`src/rtl/mtc_pkg.sv`:
```
// Shared constants for multi_timer: channel FSM encoding, register map and CTRL field layout.
package mtc_pkg;

  localparam logic [1:0] ST_IDLE = 2'd0;
  localparam logic [1:0] ST_LOAD = 2'd1;
  localparam logic [1:0] ST_CNT  = 2'd2;
  localparam logic [1:0] ST_INT  = 2'd3;

  localparam logic [1:0] OFF_CTRL   = 2'd0;
  localparam logic [1:0] OFF_PRESET = 2'd1;
  localparam logic [1:0] OFF_COUNT  = 2'd2;

  localparam int unsigned CTRL_EN   = 0;
  localparam int unsigned CTRL_MODE = 1;
  localparam int unsigned CTRL_IM   = 3;
  localparam int unsigned CTRL_PSC  = 8;

  localparam logic [1:0] MODE_ONESHOT  = 2'b00;
  localparam logic [1:0] MODE_PERIODIC = 2'b01;

  // STATUS sits directly after the last channel's four-word block.
  function automatic int unsigned status_word(input int unsigned n_ch);
    return 4 * n_ch;
  endfunction

endpackage

```
`src/rtl/multi_timer_if.sv`:
```
// Register bus and interrupt bundle for multi_timer; the bridge/CPU side is the master.
interface multi_timer_if #(
  parameter int unsigned N_CH   = 2,
  parameter int unsigned ADDR_W = 5
);
  logic [ADDR_W-1:0] Addr;
  logic              WE;
  logic [31:0]       Din;
  logic [31:0]       Dout;
  logic [N_CH-1:0]   IRQ;
  logic              IRQ_any;

  modport master (output Addr, WE, Din, input Dout, IRQ, IRQ_any);
  modport slave  (input Addr, WE, Din, output Dout, IRQ, IRQ_any);
endinterface

```
`src/rtl/multi_timer_ch.sv`:
```
// One multi_timer channel: CTRL/PRESET registers, down-counter FSM and interrupt flag.
// Defining MTC_PRESCALER_EN adds the CTRL[15:8] tick prescaler.
module multi_timer_ch
  import mtc_pkg::*;
#(
  parameter int unsigned CNT_W = 32
) (
  input  logic        clk,
  input  logic        reset,
  input  logic        ctrl_we,
  input  logic        preset_we,
  input  logic        status_clr,
  input  logic [31:0] wdata,
  output logic [31:0] ctrl_rd,
  output logic [31:0] preset_rd,
  output logic [31:0] count_rd,
  output logic        flag,
  output logic        irq
);

  logic [1:0]       state;
  logic             en;
  logic             im;
  logic [1:0]       mode;
  logic [CNT_W-1:0] preset;
  logic [CNT_W-1:0] count;
  logic             periodic;
  logic             tick;
  logic             expire;
  logic             flag_clr;
  logic [7:0]       psc_wdata;
  logic             unused_wdata;

  assign psc_wdata    = wdata[CTRL_PSC +: 8];
  assign unused_wdata = ^{wdata, psc_wdata};
  assign periodic     = (mode == MODE_PERIODIC);
  assign expire       = (state == ST_CNT) && en && tick && (count <= CNT_W'(1));
  assign flag_clr     = ctrl_we || preset_we || status_clr || ((state == ST_INT) && periodic);

`ifdef MTC_PRESCALER_EN
  logic [7:0] psc;
  logic [7:0] psc_cnt;

  assign tick = (psc_cnt == psc);

  always_ff @(posedge clk or negedge reset) begin
    if (!reset) begin
      psc     <= '0;
      psc_cnt <= '0;
    end else begin
      if (ctrl_we) psc <= psc_wdata;
      if (!en || (state == ST_LOAD) || (state == ST_INT)) psc_cnt <= '0;
      else if (state == ST_CNT) psc_cnt <= tick ? '0 : psc_cnt + 8'd1;
    end
  end
`else
  assign tick = 1'b1;
`endif

  always_ff @(posedge clk or negedge reset) begin
    if (!reset) begin
      state  <= ST_IDLE;
      en     <= 1'b0;
      im     <= 1'b0;
      mode   <= MODE_ONESHOT;
      preset <= '0;
      count  <= '0;
      flag   <= 1'b0;
    end else begin
      // A CPU CTRL write in the INT cycle overrides the one-shot EN auto-clear.
      if (ctrl_we) begin
        en   <= wdata[CTRL_EN];
        mode <= wdata[CTRL_MODE +: 2];
        im   <= wdata[CTRL_IM];
      end else if ((state == ST_INT) && !periodic) begin
        en <= 1'b0;
      end
      if (preset_we) preset <= wdata[CNT_W-1:0];

      if (expire)        flag <= 1'b1;
      else if (flag_clr) flag <= 1'b0;

      case (state)
        ST_IDLE: if (en) state <= ST_LOAD;
        ST_LOAD: begin
          count <= preset;
          state <= ST_CNT;
        end
        ST_CNT: begin
          if (!en) state <= ST_IDLE;
          else if (tick) begin
            if (count > CNT_W'(1)) count <= count - CNT_W'(1);
            else begin
              count <= '0;
              state <= ST_INT;
            end
          end
        end
        // Periodic reload happens here rather than via LOAD so the period is PRESET+1.
        ST_INT: begin
          if (periodic) begin
            count <= preset;
            state <= ST_CNT;
          end else begin
            state <= ST_IDLE;
          end
        end
        default: state <= ST_IDLE;
      endcase
    end
  end

  always_comb begin
    ctrl_rd                  = '0;
    ctrl_rd[CTRL_EN]         = en;
    ctrl_rd[CTRL_MODE +: 2]  = mode;
    ctrl_rd[CTRL_IM]         = im;
`ifdef MTC_PRESCALER_EN
    ctrl_rd[CTRL_PSC +: 8]   = psc;
`endif
  end

  assign preset_rd = 32'(preset);
  assign count_rd  = 32'(count);
  assign irq       = flag & im;

endmodule

```
`src/rtl/multi_timer.sv`:
```
// multi_timer: N_CH programmable down-counter channels behind a word-addressed register bus.
// Define MTC_PRESCALER_EN to enable the per-channel CTRL[15:8] prescaler.
module multi_timer
  import mtc_pkg::*;
#(
  parameter int unsigned N_CH   = 2,
  parameter int unsigned CNT_W  = 32,
  parameter int unsigned ADDR_W = 5
) (
  input logic          clk,
  input logic          reset,
  multi_timer_if.slave bus
);

  localparam int unsigned       IDX_W       = ADDR_W - 2;
  localparam logic [ADDR_W-1:0] STATUS_ADDR = ADDR_W'(status_word(N_CH));

  logic [N_CH-1:0] flags;
  logic [N_CH-1:0] irqs;
  logic [31:0]     ch_rd [N_CH];
  logic            status_sel;
  logic [31:0]     dout;

  assign status_sel = (bus.Addr == STATUS_ADDR);

  for (genvar c = 0; c < N_CH; c++) begin : g_ch
    logic        sel;
    logic        sel_ctrl;
    logic        sel_preset;
    logic        sel_count;
    logic [31:0] ctrl_rd;
    logic [31:0] preset_rd;
    logic [31:0] count_rd;

    assign sel        = (bus.Addr[ADDR_W-1:2] == IDX_W'(c));
    assign sel_ctrl   = sel && (bus.Addr[1:0] == OFF_CTRL);
    assign sel_preset = sel && (bus.Addr[1:0] == OFF_PRESET);
    assign sel_count  = sel && (bus.Addr[1:0] == OFF_COUNT);

    multi_timer_ch #(.CNT_W(CNT_W)) u_ch (
      .clk       (clk),
      .reset     (reset),
      .ctrl_we   (bus.WE && sel_ctrl),
      .preset_we (bus.WE && sel_preset),
      .status_clr(bus.WE && status_sel && bus.Din[c]),
      .wdata     (bus.Din),
      .ctrl_rd   (ctrl_rd),
      .preset_rd (preset_rd),
      .count_rd  (count_rd),
      .flag      (flags[c]),
      .irq       (irqs[c])
    );

    assign ch_rd[c] = sel_ctrl   ? ctrl_rd   :
                      sel_preset ? preset_rd :
                      sel_count  ? count_rd  : '0;
  end

  always_comb begin
    dout = '0;
    if (status_sel) dout = 32'(flags);
    for (int unsigned i = 0; i < N_CH; i++) dout = dout | ch_rd[i];
  end

  assign bus.Dout    = dout;
  assign bus.IRQ     = irqs;
  assign bus.IRQ_any = |irqs;

endmodule
```
`src/flat_wrapper.sv`:
```
// flat-port wrapper written by rule: the top's interface ports become plain ports
module multi_timer_flat import mtc_pkg::*;
#(
  parameter int unsigned N_CH   = 2,
  parameter int unsigned CNT_W  = 32,
  parameter int unsigned ADDR_W = 5
)
  (clk, reset, bus_Addr, bus_WE, bus_Din, bus_Dout, bus_IRQ, bus_IRQ_any);
  multi_timer_if #(.N_CH(N_CH), .ADDR_W(ADDR_W)) bus_i ();
  input logic clk;
  input logic reset;
  input wire logic [$bits(bus_i.Addr)-1:0] bus_Addr;
  input wire logic [$bits(bus_i.WE)-1:0] bus_WE;
  input wire logic [$bits(bus_i.Din)-1:0] bus_Din;
  output wire logic [$bits(bus_i.Dout)-1:0] bus_Dout;
  output wire logic [$bits(bus_i.IRQ)-1:0] bus_IRQ;
  output wire logic [$bits(bus_i.IRQ_any)-1:0] bus_IRQ_any;
  assign bus_i.Addr = bus_Addr;
  assign bus_i.WE = bus_WE;
  assign bus_i.Din = bus_Din;
  assign bus_Dout = bus_i.Dout;
  assign bus_IRQ = bus_i.IRQ;
  assign bus_IRQ_any = bus_i.IRQ_any;
  multi_timer #(.N_CH(N_CH), .CNT_W(CNT_W), .ADDR_W(ADDR_W)) u_core (.clk(clk), .reset(reset), .bus(bus_i));
endmodule
```
`config.mk`:
```
export PLATFORM = sky130hd
export DESIGN_NAME = multi_timer_flat
export DESIGN_NICKNAME = d
export VERILOG_FILES = /design/src/rtl/mtc_pkg.sv /design/src/rtl/multi_timer_if.sv /design/src/rtl/multi_timer_ch.sv /design/src/rtl/multi_timer.sv /design/src/flat_wrapper.sv
export SDC_FILE = /design/constraint.sdc
export NUM_CORES = 1
export LEC_CHECK = 0
export BUFFER_PORTS_ARGS = -buffer_cell sky130_fd_sc_hd__buf_2
export CAP_MARGIN = 20
export CORE_MARGIN = 2
export CORE_UTILIZATION = 58
export CTS_BUF_LIST = sky130_fd_sc_hd__clkbuf_4
export DETAILED_ROUTE_END_ITERATION = 10
export PLACE_DENSITY = 0.74
export SETUP_SLACK_MARGIN = 0.3
export SYNTH_ARGS = -nofsm -noshare
export SYNTH_HDL_FRONTEND = slang
export SYNTH_HIERARCHICAL = 1
export SYNTH_SLANG_ARGS = --single-unit
export TNS_END_PERCENT = 30
```
`constraint.sdc`:
```
create_clock -name clk -period 3 [get_ports clk]
set_clock_uncertainty 0.15 [all_clocks]
set_input_delay 0.3 -clock clk [delete_from_list [all_inputs] [get_ports clk]]
set_output_delay 0.3 -clock clk [all_outputs]
set_load 0.02 [all_outputs]
```
Yosys cells after proc, flatten, opt, wreduce, memory -nomap -nowiden

Cells that the tools add are included.

Register bits: 142
Latch bits: 0
Bits in writable memories: 0
Bits in read-only memories: 0
Output and inout port bits: 35
Memories kept: 0

Add/sub/neg operators: 2
Multipliers: 0
Divide/modulo/power cells: 0
Magnitude comparators: 4
Equality and inequality tests: 20
Shift-type cells: 0
Muxes and demuxes: 33
Bitwise operators: 4
Reductions and logical operators: 44

Operators with widths:

| kind                                                                              | count |
|---|---|
| 32-bit two-way mux                                                                | 12 |
| 32-bit case mux with 3 select lines                                               | 2 |
| 32-bit by 1-bit greater-than comparator with 1-bit output, second input constant  | 2 |
| 32-bit by 1-bit less-or-equal comparator with 1-bit output, second input constant | 2 |
| 32-bit by 1-bit subtractor with 32-bit output, second input constant              | 2 |
| 2-bit by 32-bit OR with 32-bit output                                             | 1 |
| 32-bit OR                                                                         | 1 |
| 1-bit logical AND                                                                 | 21 |
| 2-bit two-way mux                                                                 | 9 |
| 2-bit case mux with 4 select lines                                                | 2 |
| 2-bit != test, second input constant                                              | 6 |
| 2-bit by 1-bit == test with 1-bit output, second input constant                   | 5 |
| 2-bit == test, second input constant                                              | 5 |
| 1-bit two-way mux                                                                 | 8 |
| 2-bit nonzero test                                                                | 4 |
| 2-bit logical NOT                                                                 | 3 |
| 1-bit logical OR                                                                  | 6 |
| 3-bit != test, second input constant                                              | 2 |
| 3-bit AND reduction                                                               | 2 |
| 3-bit nonzero test                                                                | 2 |
| 5-bit by 4-bit == test with 1-bit output, second input constant                   | 1 |
| 2-bit AND reduction                                                               | 2 |
| 3-bit by 1-bit == test with 1-bit output, second input constant                   | 1 |
| 3-bit logical NOT                                                                 | 1 |
| other kinds (3)                                                                   | 5 |

Depth between registers and ports, before layout

Gate-level depths: netlist of run 1.

Depth after elaboration: 8
Gate-level depth with buffers: 8

By module

Netlist of run 1, hierarchy kept.

Modules (own cells, without submodules):

| module                                | times used | cells an instance | area an instance (sq um) | seq. area each (sq um) |
|---|---|---|---|---|
| multi_timer_ch at u_core.g_ch[1].u_ch | 1          | 398               | 4013.8                   | 1776.7 |
| multi_timer_ch at u_core.g_ch[0].u_ch | 1          | 385               | 3973.8                   | 1776.7 |
| multi_timer                           | 1          | 208               | 1769.2                   | 0.0 |

Worst setup path after synthesis of run 1

OpenSTA, ideal clock, no wires.

Kind: flip-flop to flip-flop
Start: register u_core.g_ch[1].u_ch.count[29]
End: register u_core.g_ch[1].u_ch.count[17]
Arrival time: 2.435 ns
Required time: 2.729 ns
Setup slack: 0.294 ns
Cell stages (with the launch flop): 7
Path buffers: 1
Cells stage by stage: dfrtp_1 -> or4_1 -> or4_4 -> or4_4 -> buf_6 -> a31o_1 -> a22o_1

Cells in the longest elaborated chain, start to end: 4

Ends and longest elaborated chain:

| what                                                      | line                  | source |
|---|---|---|
| start: declaration                                        | multi_timer_ch.sv:26  | `logic [CNT_W-1:0] count;` |
| start signal: assignment                                  | multi_timer_ch.sv:86  | `count <= preset;` |
| start signal: assignment                                  | multi_timer_ch.sv:92  | `if (count > CNT_W'(1)) count <= count - CNT_W'(1);` |
| start signal: assignment                                  | multi_timer_ch.sv:102 | `count <= preset;` |
| 32-bit by 1-bit greater-than comparator with 1-bit output | multi_timer_ch.sv:92  |  |
| 32-bit two-way mux                                        | multi_timer_ch.sv:92  |  |
| 32-bit two-way mux                                        | multi_timer_ch.sv:90  | `if (!en) state <= ST_IDLE;` |
| 32-bit case mux with 3 select lines                       | multi_timer_ch.sv:83  | `case (state)` |

Every way passes these cells. The select of a mux whose other input is x is not followed.
A chain may end at the register's enable or synchronous reset.

Final worst setup path of run 1

Start: register u_core.g_ch[1].u_ch.count[20]
End: register u_core.g_ch[1].u_ch.count[22]

Cells in the longest elaborated chain, start to end: 4
Elaborated cells on any way between the ends: 5
Classes of those cells: add/sub: 1; order compare: 1; mux: 3

Ends and longest elaborated chain:

| what                                                                                                                              | line |
|---|---|
| 32-bit by 1-bit subtractor with 32-bit output / 32-bit by 1-bit greater-than comparator with 1-bit output (equally long branches) | multi_timer_ch.sv:92 |
| 32-bit two-way mux *                                                                                                              | multi_timer_ch.sv:92 |
| 32-bit two-way mux *                                                                                                              | multi_timer_ch.sv:90 |
| 32-bit case mux with 3 select lines *                                                                                             | multi_timer_ch.sv:83 |

Every way passes the cells marked *; elsewhere a longest branch is shown, timed or not. The select of a mux whose other input is x is not followed.

==> summary by stage, run 1 <==
Worst setup path
The critical path in this run is classified as reg2reg. The arrival time reported for the critical path endpoint is ~3.1 ns. In this run the worst path has a maximum fanout of 6. STA classifies the critical path startpoint as a flop. The kind of end point of the critical path is a flop.

The data required time of the critical path is between 3 and 4 ns.

Global routing
The via count of the first global-routing pass came to 8623. The largest net degree at the start of global routing is 86. The global-route total usage across every layer is between 30% and 40%.

The global-route wire length before repair is roughly 50000 µm. Global routing finished with a remaining overflow of 0. The number of antenna violations at the first check in global routing is 1.

Routing
Once detail routing completed, the nets flagged for antenna violations numbered 0. The wire length per cell is about 24 µm. The number of DRC violations after detailed routing is 0.

The via count is between 9000 and 10000. The final wirelength is between 30000 and 40000 µm. The pre-antenna-repair detailed-routing pass consisted of 6 iterations. Using the TritonRoute via totals, the vias-per-cell ratio works out to ~7.

The count of routing violations after the opening detailed-route iteration is approximately 1300.

Power and ir drop
The fraction of power consumed by combinational cells is ~44%. In this run the power spent charging and discharging nets is 3830 µW. The worst-case IR drop observed on VDD is 438 µV.

After layout, the design draws a total of approximately 8600 µW. The internal portion of the total power is roughly 4700 µW. The switching fraction of total power is 44.8%.

The leakage power summed over all cells is about 0.0048 µW. The sequential power share is 39.9%. The fraction of power consumed by the clock network is 16.0%. The power density relative to cell area is just under 800 nW/µm².

Floorplan
The x dimension of the die is 134 µm. The total core area is ~17000 µm². The initial cell density of the core is about three fifths. The site row count is 47. The count of pins on the block boundary is between 70 and 80. The area of the die is around 18000 µm². In this run the vertical extent of the chip is between 100 and 150 µm.

STA
The minimum clock period is 2.80 ns. Setup repair after global routing could not meet its margin everywhere. After routing, the total negative slack on setup checks comes to 0 ns. The slew of the pin with the lowest slew margin is between 0.7 and 0.8 ns. The number of failing setup endpoints in the final timing report is 0. The worst path uses 93.4% of the clock period. In this run the tightest slew margin relative to its limit is between 40% and 50%. The number of hold violations in the final report came to 0. Derived from the worst setup path, the maximum achievable clock frequency is 357 MHz. The count of final max-slew check failures is 0.

Yosys
Sequential cells were found to cover a little over a third of the synthesized design area. Yosys attributes the largest share of cell area to sky130_fd_sc_hd__dfrtp_1 36%, sky130_fd_sc_hd__mux2_2 15%, sky130_fd_sc_hd__a32oi_1 6.6%, sky130_fd_sc_hd__buf_4 4.9%, sky130_fd_sc_hd__nand2_1 3.2%. Of all cell types, the one taking the most synthesized area is sky130_fd_sc_hd__dfrtp_1. The dominant cell by count in the synthesized netlist is sky130_fd_sc_hd__dfrtp_1. A synthesized cell averages approximately 9.8 µm². The number of library cell types mapped by synthesis is between 70 and 80. In this run, synthesis inferred 0 flip-flops with an integrated enable. The commonest cells after synthesis are 142 x sky130_fd_sc_hd__dfrtp_1, 132 x sky130_fd_sc_hd__mux2_2, 82 x sky130_fd_sc_hd__nand2_1, 73 x sky130_fd_sc_hd__a32oi_1, 64 x sky130_fd_sc_hd__buf_4. Yosys printed 6 warnings.

The area of the mapped netlist is 9760 µm². Synthesis produced a netlist whose cell count is approximately 990. The top-area cell type share of the netlist area is a little over a third. The post-synthesis sequential element count is approximately 140. The most used flip-flop cell after synthesis is sky130_fd_sc_hd__dfrtp_1.

Of all flip-flops after synthesis, the portion carrying an async set or reset was 100%.

Cells and area
The share of cells above drive strength 1 is just over 30%. The fill cell total of the finished layout is approximately 1300. The area of combinational cells with multiple inputs is approximately 5500 µm². The utilization after layout is between 60% and 70%. For this run, the post-layout net count is 1136. The area growth from synthesis to layout is 12.9%. The finished layout cell area is between 10000 and 15000 µm². The area taken by flip-flops and latches is roughly 3600 µm².

CTS
CTS placed an instance of sky130_fd_sc_hd__clkbuf_4 at the clock tree root. The clock latency of the later-clocked register in the worst-skew pair is about 0.54 ns. The H-tree was split into 4 levels.

The TritonCTS clock tree is built. The clock net in this run drives a total of ~140 sinks. The number of clock buffers added by TritonCTS is 17.

The clock slew at the register clock pins of the worst setup and hold paths is around 0.13 ns. The worst-case clock buffer depth is 2.

Placed design
Summing all placed instances gives a cell area of 10200 µm². The final weighted congestion in routability-driven placement is 0.995. Buffers placed on the I/O ports in this run total 74. Detailed placement ended at an HPWL of around 22000 µm.

Status
The flow ran to the end, and the final reports show no timing, DRC or antenna violations.

Job
The number of max-capacitance violations reported is 0.

Worst hold path
The min-delay analysis places its worst path in the category in2reg.
## critical path, cell delays in order (launching register included)
cell and delay [ns]:
sky130_fd_sc_hd__dfrtp_1 0.46, sky130_fd_sc_hd__nor4_1 0.66, sky130_fd_sc_hd__nand4_1 0.24, sky130_fd_sc_hd__or4_4 0.63, sky130_fd_sc_hd__buf_6 0.17, sky130_fd_sc_hd__buf_6 0.11
sky130_fd_sc_hd__a31oi_1 0.15, sky130_fd_sc_hd__o22ai_1 0.10
## flip-flops by register name, indices dropped and copies added (netlist names)
name	cells
u_core/g_ch.u_ch/count_rd	64
u_core/g_ch.u_ch/en	2
u_core/g_ch.u_ch/flag	2
u_core/g_ch.u_ch/im	2
u_core/g_ch.u_ch/mode	4
u_core/g_ch.u_ch/preset_rd	64
u_core/g_ch.u_ch/state	4
## cells in the final DEF, fill, tap and decap left out, drive strengths merged, types with 12 or more instances in the layout
cell,instances
or4,14
nor3,26
buf,134
a22o,12
inv,27
dlygate4sd3,33
a221o,12
o41ai,14
a31oi,17
nand4,17
or3,14
mux2,134
conb,56
nor4,26
a32oi,73
dfrtp,142
nor2,29
o21ai,25
clkbuf,20
o31ai,24
nand3,23
nand2,83
## stage by stage
step	instances	setup slack, ns	hold slack (ns)
after global placement	1251	0.158	0.267
after floorplan	1045	0.303	-0.146
after global routing	1326	0.180	0.133
final	1326	0.197	0.163
after detailed placement	1251	0.120	0.257
after CTS	1324	0.192	0.105
## power by group through the flow
stage | logic [µW] | registers (µW) | clock network (µW)
after global placement | 3460 | 3360 | 0
final | 3770 | 3410 | 1370
after global routing | 4070 | 3490 | 1470
after floorplan | 2660 | 3040 | 0
after CTS | 3610 | 3350 | 1390
after detailed placement | 3520 | 3390 | 0
## cells by family (layout without fill, tap and decap cells)
kind of cell	Yosys count	after routing	share of synthesized area [%]
AOI/OAI and AO/OA	265	265	21.6
other	2	57	0.0770
buffers and inverters	164	224	9.85
DFF	142	142	36.4
muxes	134	134	15.5
and+or+nand+nor	280	280	16.1
adders and majority gates	4	4	0.513
## worst paths after layout
| kind | depth (start not counted) | startpoint | endpoint | slack (ns) |
|---|---|---|---|---|
| min reg2reg | 1 | u_core/g_ch[0].u_ch/state[0]$_DFFE_PN0P_ | u_core/g_ch[0].u_ch/flag$_DFFE_PN0P_ | 0.40 |
| min | 4 | bus_WE | u_core/g_ch[1].u_ch/en$_DFFE_PN0P_ | 0.16 |
| max | 7 | u_core/g_ch[1].u_ch/count_rd[20]$_DFFE_PN0P_ | u_core/g_ch[1].u_ch/count_rd[22]$_DFFE_PN0P_ | 0.20 |
| min in group asynchronous | 2 | reset | u_core/g_ch[0].u_ch/im$_DFFE_PN0P_ | 0.20 |
| max reg2reg | 7 | u_core/g_ch[1].u_ch/count_rd[20]$_DFFE_PN0P_ | u_core/g_ch[1].u_ch/count_rd[22]$_DFFE_PN0P_ | 0.20 |
| max in group asynchronous | 3 | reset | u_core/g_ch[0].u_ch/count_rd[7]$_DFFE_PN0P_ | 1.70 |
## per-layer routing
| metal | GRT usage [%] | wire length, µm |
|---|---|---|
| met5 | 0 | 0 |
| met4 | 9.87 | 907 |
| met3 | 7.99 | 3300 |
| met2 | 55.8 | 14400 |
| met1 | 51.1 | 13100 |
## cell type report
class | count | area share (%)
diodes | 1 | 0.0227
clock buffers | 20 | 1.36
clock inverters | 12 | 1.45
inverters | 25 | 0.852
multi-input cells | 739 | 50.3
flip-flops and latches | 142 | 32.3
well taps | 220 | 2.50
repair buffers | 167 | 11.3
## repair_timing
action                     in CTS  in global routing
pin swaps                       4                  4
setup buffers                   8                  1
cloned                          0                  0
hold endpoints to repair      153                  0
hold buffers                   33                  0
setup endpoints to repair      16                 48
resized for setup               5                 11
(Power assumes the default switching activity.)
==> run 2: changes to the inputs <==
--- a/config.mk
+++ b/config.mk
@@ -10,8 +10,10 @@
 export CORE_MARGIN = 2
 export CORE_UTILIZATION = 58
 export CTS_BUF_LIST = sky130_fd_sc_hd__clkbuf_4
+export CTS_CLUSTER_DIAMETER = 30
 export DETAILED_ROUTE_END_ITERATION = 10
 export PLACE_DENSITY = 0.74
+export RECOVER_POWER = 25
 export SETUP_SLACK_MARGIN = 0.3
 export SYNTH_ARGS = -nofsm -noshare
 export SYNTH_HDL_FRONTEND = slang
==> summary by stage, run 2 (same netlist as run 1, synthesis figures left out) <==
Routing
The wire length per cell is about 24 µm. The number of DRC violations after detailed routing is 0. The count of routing violations after the opening detailed-route iteration is 1251.

The via count is a little over 9000. The first TritonRoute pass finished after 6 iterations. The final layout contains routed wiring with a total length of approximately 32000 µm. In this run the remaining antenna-violating nets after routing total 0.

After detailed routing, the number of vias per cell comes to approximately 7.

STA
The final-layout worst hold slack is 0.159 ns. The count of final max-slew check failures is 86. The headroom to the max-slew limit is -41.9%.

The post-layout worst setup margin is 0.229 ns. The share of the clock period used by the worst path is between 90 and 100%. Setup repair after global routing could not meet its margin everywhere. The final setup TNS is 0 ns.

The worst path needs approximately 2.8 ns of the cycle, external delays included. The slew of the pin with the lowest slew margin is around 2.1 ns. Timing would allow up to approximately 360 MHz.

The number of failing setup endpoints in the final timing report is 0. The number of hold violations in the final report was 0.

Cells and area
The non-filler instance count after layout is 1326. Leaving out fill and tap cells, the most frequent cell in the layout is sky130_fd_sc_hd__dfrtp_1. The layout has ~1300 filler cells. The final layout net count is around 1100.

The share of cells above drive strength 1 is a little under a third. From synthesis to final layout, the design area changed by 12.8%. The utilization after layout is 66.6%. In the layout the commonest cells are 142 x sky130_fd_sc_hd__dfrtp_1, 132 x sky130_fd_sc_hd__mux2_2, 81 x sky130_fd_sc_hd__nand2_1, 73 x sky130_fd_sc_hd__buf_2, 72 x sky130_fd_sc_hd__a32oi_1.

Global routing
The via count of the first global-routing pass is approximately 8600. The first global-routing pass estimated between 50000 and 60000 µm of wire. The largest net degree at the start of global routing is between 80 and 90. After global routing the overflow that remains totals 0. The number of antenna violations at the first check in global routing is 1. The global-route total usage across every layer is a little over a third.

Worst setup path
The reg2reg setup slack is roughly 0.23 ns. The master of the slowest instance on the critical path is sky130_fd_sc_hd__or4_1. The highest net fanout along the worst path is 35. The start-to-end type of the worst setup path is reg2reg.

Data on the critical path arrives at its endpoint at between 3 and 4 ns. Walking the worst path, the cells encountered are or4_1 -> nor4b_4 -> and4_1 -> buf_12 -> nor2_1 -> a221o_1. The kind of end point of the critical path is a flop. The worst setup path is launched from a flop. The data required time of the critical path is between 3 and 4 ns. On the worst path, the slowest cell contributes a delay of slightly below 0.7 ns.

Worst hold path
The worst hold path belongs to the class in2reg.

Status
The flow ran to the end, but the final reports show violations. The checks that failed: capacitance limit, slew limit.

CTS
The tree is rooted in a sky130_fd_sc_hd__clkbuf_4. Counting every sink on the clock net gives roughly 140. The clock slew at the register clock pins of the worst setup and hold paths is between 0.1 and 0.15 ns. The TritonCTS clock tree is built. Clock tree synthesis inserted a total of 17 buffers. The clock latency of the later-clocked register in the worst-skew pair is approximately 0.55 ns. The CTS H-tree depth is 4. The worst-case clock buffer depth is 2.

Power and ir drop
The power density relative to cell area is between 700 and 800 nW/µm². The leakage power summed over all cells is roughly 0.0048 µW. The maximum vdd drop is 437 µV.

Placed design
Counting tap cells, the placed design contains a total of about 1300 instances. OpenSTA, run right after detailed placement, puts the worst setup slack at about 0.12 ns. In this run the tool buffered the top-level ports with 74 buffer cells. Detailed placement finished with a half-perimeter wire length of approximately 22000 µm.

The congestion estimate from routability-driven global placement came to ~1.0.

Floorplan
The site row count is 47. For this design the top-level I/O count stands at 75. The x dimension of the die is around 130 µm.

The floorplan step set the die height to approximately 130 µm. The core region is 16500 µm². For this configuration, the core starts out at a cell density of between 50 and 60%.

The area of the die is roughly 18000 µm².

Job
The number of max-capacitance violations reported is 1.
## run 2: changes by cell type in the layout (fill, tap and decap cells not counted)
cell | before | now
sky130_fd_sc_hd__clkbuf_2 | 0 | 1
sky130_fd_sc_hd__buf_6 | 3 | 2
## run 2: layout make-up
class                           count  area (µm²)  area share [%]
Inverter                           25        93.8           0.852
Multi-Input combinational cell    739        5540            50.3
Clock inverter                     12         160            1.45
Sequential cell                   142        3550            32.3
Timing Repair Buffer              167        1230            11.2
Antenna cell                        1        2.50          0.0227
Clock buffer                       20         150            1.36
Tap cell                          220         275            2.50
## run 2: final timing paths
kind,start,cells past startpoint,to
max,u_core/g_ch[0].u_ch/count_rd[24]$_DFFE_PN0P_,6,u_core/g_ch[0].u_ch/count_rd[13]$_DFFE_PN0P_
min,bus_WE,4,u_core/g_ch[1].u_ch/en$_DFFE_PN0P_
max reg2reg,u_core/g_ch[0].u_ch/count_rd[24]$_DFFE_PN0P_,6,u_core/g_ch[0].u_ch/count_rd[13]$_DFFE_PN0P_
min reg2reg,u_core/g_ch[0].u_ch/state[0]$_DFFE_PN0P_,1,u_core/g_ch[0].u_ch/flag$_DFFE_PN0P_
max in group asynchronous,reset,2,u_core/g_ch[1].u_ch/count_rd[23]$_DFFE_PN0P_
min in group asynchronous,reset,2,u_core/g_ch[0].u_ch/im$_DFFE_PN0P_
## run 2: routing by layer
| layer | routed length, µm | GRT usage, % | vias up | share of wire (%) |
|---|---|---|---|---|
| li1 | - | - | 4006 | - |
| met1 | 13000 | 51.1 | 4487 | 41 |
| met2 | 14500 | 55.8 | 623 | 46 |
| met3 | 3380 | 7.99 | 74 | 11 |
| met4 | 793 | 9.87 | 0 | 2.5 |
| met5 | 0 | 0 | - | 0 |
## run 2: power by group
group          switching [µW]  leakage (µW)  internal (µW)
registers                 913       0.00182           2500
logic                    2150       0.00278           1610
clock network             760      0.000168            615
## run 2: through the flow
stage | total power (µW) | cell area [µm²]
global placement | 6820 | 10200
floorplan | 5700 | 9960
global route | 9030 | 11000
CTS | 8350 | 10900
detailed placement | 6910 | 10200
finish | 8550 | 11000
## run 2: what timing repair did
action / 4_1_cts / 5_1_grt
setup buffers: 8 / 1
setup endpoints to repair: 16 / 48
hold buffers: 33 / 0
gates resized for setup: 5 / 11
hold endpoints to repair: 153 / 0
pin swaps: 4 / 4
## run 2: critical path: cells and delay by family, from the launching register on
kind,cells,cell delay (ns)
DFF,1,0.46
buffers and inverters,1,0.24
AOI/OAI and AO/OA,1,0.34
and+or+nand+nor,4,1.47
